### config.mk
export PLATFORM = sky130hd
export DESIGN_NAME = vector_mac_sequencer
export DESIGN_NICKNAME = d
export VERILOG_FILES = /design/src/rtl/vector_mac_sequencer.sv
export SDC_FILE = /design/constraint.sdc
export NUM_CORES = 1
export LEC_CHECK = 0
export ABC_CLOCK_PERIOD_IN_PS = 2100
export BUFFER_PORTS_ARGS = -buffer_cell sky130_fd_sc_hd__buf_4
export CAP_MARGIN = 0
export CORE_AREA = 2 2 503 505
export DETAILED_ROUTE_END_ITERATION = 7
export DIE_AREA = 0 0 505 507
export GPL_ROUTABILITY_DRIVEN = 1
export PLACE_DENSITY = 0.3
export SLEW_MARGIN = 40
export SYNTH_ARGS = -nofsm -noshare
export SYNTH_HDL_FRONTEND = slang
export SYNTH_SLANG_ARGS = --single-unit
### constraint.sdc
create_clock -name clk -period 2.1 [get_ports clk]
set_input_delay 0.42 -clock clk [delete_from_list [all_inputs] [get_ports clk]]
set_output_delay 0.42 -clock clk [all_outputs]
set_load 0.01 [all_outputs]
### src/rtl/vector_mac_sequencer.sv
// Operand-side sequencer for a lane-parallel vector MAC: issues operand pairs,
// feeds each MAC result back as the next addend and returns the accumulated vector.
module vector_mac_sequencer #(
    parameter int unsigned REG_WIDTH = 16,
    parameter int unsigned VECTOR    = 8,
    parameter int unsigned ACC_W     = 2 * REG_WIDTH,
    parameter int unsigned MAC_LAT   = 0,
    parameter int unsigned LEN_W     = 8
) (
    input  logic                 clk,
    input  logic                 rst_n,
    input  logic                 start_i,
    input  logic [LEN_W-1:0]     len_i,
    output logic                 busy_o,
    input  logic                 op_valid_i,
    output logic                 op_ready_o,
    input  logic [REG_WIDTH-1:0] op_a_i    [VECTOR],
    input  logic [REG_WIDTH-1:0] op_b_i    [VECTOR],
    output logic [REG_WIDTH-1:0] mac_a_o   [VECTOR],
    output logic [REG_WIDTH-1:0] mac_b_o   [VECTOR],
    output logic [ACC_W-1:0]     mac_c_o   [VECTOR],
    input  logic [ACC_W-1:0]     mac_res_i [VECTOR],
    output logic                 res_valid_o,
    input  logic                 res_ready_i,
    output logic [ACC_W-1:0]     res_data_o [VECTOR]
);

    localparam int unsigned CNT_W = (MAC_LAT > 1) ? $clog2(MAC_LAT + 1) : 1;

    typedef enum logic [1:0] {
        IDLE  = 2'd0,
        ISSUE = 2'd1,
        WAIT  = 2'd2,
        DONE  = 2'd3
    } state_e;

    state_e               state_q, state_d;
    logic [LEN_W-1:0]     remain_q, remain_d;
    logic [CNT_W-1:0]     wait_q, wait_d;
    logic [ACC_W-1:0]     acc_q   [VECTOR];
    logic [ACC_W-1:0]     acc_d   [VECTOR];
    logic [REG_WIDTH-1:0] mac_a_q [VECTOR];
    logic [REG_WIDTH-1:0] mac_a_d [VECTOR];
    logic [REG_WIDTH-1:0] mac_b_q [VECTOR];
    logic [REG_WIDTH-1:0] mac_b_d [VECTOR];
    logic                 busy_q, op_ready_q, res_valid_q;

    // Next-state and datapath update
    always_comb begin
        state_d  = state_q;
        remain_d = remain_q;
        wait_d   = wait_q;
        acc_d    = acc_q;
        mac_a_d  = mac_a_q;
        mac_b_d  = mac_b_q;
        case (state_q)
            IDLE: begin
                if (start_i) begin
                    remain_d = len_i;
                    acc_d    = '{default: '0};
                    state_d  = (len_i != '0) ? ISSUE : DONE;
                end
            end
            ISSUE: begin
                if (op_valid_i) begin
                    mac_a_d  = op_a_i;
                    mac_b_d  = op_b_i;
                    remain_d = remain_q - LEN_W'(1);
                    wait_d   = CNT_W'(MAC_LAT);
                    state_d  = WAIT;
                end
            end
            WAIT: begin
                // Operands and addend stay frozen until the MAC result is captured
                if (wait_q == '0) begin
                    acc_d   = mac_res_i;
                    state_d = (remain_q == '0) ? DONE : ISSUE;
                end else begin
                    wait_d = wait_q - CNT_W'(1);
                end
            end
            DONE: begin
                if (res_ready_i) begin
                    state_d = IDLE;
                end
            end
            default: state_d = IDLE;
        endcase
    end

    // State and output registers; status flags decoded from the next state
    always_ff @(posedge clk or negedge rst_n) begin
        if (!rst_n) begin
            state_q     <= IDLE;
            remain_q    <= '0;
            wait_q      <= '0;
            acc_q       <= '{default: '0};
            mac_a_q     <= '{default: '0};
            mac_b_q     <= '{default: '0};
            busy_q      <= 1'b0;
            op_ready_q  <= 1'b0;
            res_valid_q <= 1'b0;
        end else begin
            state_q     <= state_d;
            remain_q    <= remain_d;
            wait_q      <= wait_d;
            acc_q       <= acc_d;
            mac_a_q     <= mac_a_d;
            mac_b_q     <= mac_b_d;
            busy_q      <= (state_d != IDLE);
            op_ready_q  <= (state_d == ISSUE);
            res_valid_q <= (state_d == DONE);
        end
    end

    assign busy_o      = busy_q;
    assign op_ready_o  = op_ready_q;
    assign res_valid_o = res_valid_q;
    assign mac_a_o     = mac_a_q;
    assign mac_b_o     = mac_b_q;
    assign mac_c_o     = acc_q;
    assign res_data_o  = acc_q;

endmodule
==> reports/qor.yml <==
outcome:
  status: "finished clean"
global_route:
  grt_max_degree: 96
  grt_pass1_vias: 22600
  overflow: 0
  grt_pass1_wl_um: 221000
  antenna_found_initial: 79
  gr-usage-all-layers_pct: 12.8
clock_network:
  cts_buffer_depth: 3
  htree_levels: 3
  clock_sinks: 525
  cts_buffers: 76
  cts_tree: "done"
  clk_pin_slew_worst_paths_ps: 60
  clk_latency_ps: 710
  cts_root_buf: "clkbuf_16"
timing:
  period_share_pct: 95.1
  drv_slew: 0
  finalSetupViolations: 0
  hold_viol: 0
  setup_ws_ps: 103
  worst_slew_pin_slew_ps: 691
  tns_ps: 0
  rsz0062_at_grt: "false"
  post-route-min-period_ps: 2000
  relSlewSlack_pct: 53.4
  finalClockSkew_ps: 34.3
  fmax_ghz: 0.501
  fin_worst_hold_slack_ps: 122
logic_synthesis:
  yosys_register_bits: 525
  seq_area_frac_synth_pct: 59.0
  synth_ff_type: "dfrtp_1"
  synth_top_area_share_pct: 59.0
  netlist_top_cells_area: "dfrtp_1 59%, mux2_1 13%, buf_4 8.8%"
  synth_area_mm2: 0.0223
  syn_avg_cell_area_um2: 11.1
  synth-edff-count: 0
  ys_warn_count: 0
  synth_top_cell_by_area: "dfrtp_1"
  syn_nets: 2524
  ys_types: 34
  synthArstFlopShare_pct: 100
  synth_cells: 1998
floorplanning:
  start_util_pct: 8.89
  io_pins: 1296
  die_w_um: 505
  fp-row-count: 184
  die_h_um: 507
  die_area_mm2: 0.256
  core_mm2: 0.250
power_and_ir_drop:
  intPower_mw: 37.2
  p_seq_share_pct: 30.1
  p_switching_mw: 28.1
  netSwitchingFraction_pct: 43.0
  power_density_mw_per_mm2: 1540
  irDropWorstVdd_v: 0.000544
  power.share.clock_pct: 20.8
  combPwrFrac_pct: 49.1
  leakagePower_nw: 20.2
detailed_routing:
  drtPass1Iterations: 5
  drc: 0
  viasPerCell: 3.03
  wl_met1_um: 70300
  routedWlPerCell_um: 24.0
  wl_met3_um: 22400
  wl_met2_um: 72500
  num_vias: 21300
  drtAntennaViolNets: 0
  drt-total-wl_um: 169000
  routed.top_layer: "met5"
  drt_iter0_drc: 1087
setup_path:
  slowest_delay_ps: 470
  critPathSlowestCell: "or4_1"
  required_ps: 2640
  cp-start-kind: "register"
  path_class: "register to register"
  crit_fanout: 4
  endpoint_kind: "register"
  cp_data_arrival_time_ps: 2540
  cp_cell_sequence: "inv_1, ha_2, or3b_1, or4_1, and3_4, inv_2, nor2_1"
cells_and_area:
  nets: 4125
  syn2layout_area_growth_pct: 90.6
  mostFrequentLayoutCells: "1352 x buf_4, 525 x dfrtp_1, 517 x dlygate4sd3_1"
  drive_above_1_share_pct: 41.3
  post-route-cell-area_mm2: 0.0424
  postLayoutCoreUtil_pct: 16.9
  final_common_cell: "buf_4"
job:
  cap_violations: 0
placement:
  port_buffers: 1295
  detailed_place_hpwl_um: 142000
  gp_congestion: 0.830
  place_ws_ps: 84.5
  dpl_cell_area_mm2: 0.0346
min_path:
  min_path_type: "primary input to register"
## cells in the mapped netlist, types with 3 or more instances
cell	number
nand2_1	516
inv_1	3
nor3_1	3
a21oi_1	9
nor2b_1	4
clkbuf_1	36
o21ai_1	10
buf_1	5
nor3b_1	3
dfrtp_1	525
nor2_1	11
mux2_1	256
buf_2	53
buf_6	21
nand3_1	258
buf_4	262
## sequential cells by signal, indices dropped and copies added, names as in the netlist
name         count
mac_a_o        128
op_ready_o       1
busy_o           1
res_valid_o      1
remain_q         8
mac_b_o        128
state_q          2
mac_c_o        256
## layout make-up
| class | instances | area (um2) |
|---|---|---|
| antenna | 28 | 70.1 |
| clock buffer | 112 | 2240 |
| clock inverter | 23 | 324 |
| fill | 28200 | 208000 |
| inverter | 4 | 15.0 |
| multi-input combinational | 1092 | 6500 |
| sequential | 525 | 13100 |
| tap | 3348 | 4190 |
| timing repair buffer | 1900 | 15900 |
## metrics by stage
| step | cells | total power, mW |
|---|---|---|
| after floorplan | 1998 | 32.0 |
| after global placement | 6352 | 52.3 |
| after detailed placement | 6352 | 52.3 |
| after CTS | 7004 | 67.6 |
| after global routing | 7015 | 69.8 |
| final | 7032 | 65.3 |
## logic make-up (layout without fill, tap and decap cells)
family	Yosys count	count (layout)	share of synthesized area, %
flops	525	525	59.0
compound gates	26	26	0.663
mux	256	256	13.0
simple gates	809	809	15.4
buf+inv	381	2039	11.9
other cells	0	28	0
fa+ha+maj	1	1	0.0562
## routing by layer
| metal | GRT usage (%) | vias up |
|---|---|---|
| li1 | - | 9578 |
| met1 | 15.6 | 10400 |
| met2 | 19.1 | 1063 |
| met3 | 7.65 | 181 |
| met4 | 2.68 | 50 |
| met5 | 0 | - |
## critical path: cells and delay by family, from the launching register on
family	cells	cell delay, ps
buf+inv	2	170
flops	1	410
simple gates	4	1080
fa+ha+maj	1	200
## worst paths after layout
check	from	to	slack (ps)	cells after the start
max	remain_q[0]	op_ready_o	100	7
min	len_i[5]	remain_q[5]	120	3
max reg2reg	remain_q[0]	op_ready_o	100	7
min reg2reg	mac_a_o[0]	mac_a_o[0]	480	1
max in group asynchronous	rst_n	mac_b_o[126]	980	3
min in group asynchronous	rst_n	mac_c_o[188]	230	2
## repair_timing
action | CTS | global route
setup buffers | 0 | 0
resized for setup | 0 | 1
hold buffers | 517 | 0
endpoints found under the setup margin | 0 | 1
hold endpoints to repair | 621 | 0
## power groups by stage
stage / Sequential, mW / Clock, mW / Combinational, mW
after floorplan: 20.5 / 0 / 11.6
after global placement: 19.6 / 0 / 32.7
after detailed placement: 19.8 / 0 / 32.6
after CTS: 19.8 / 14.3 / 33.6
after global routing: 20.4 / 14.6 / 34.8
final: 19.7 / 13.6 / 32.1
Note: power is estimated with default switching activity, not from simulation.
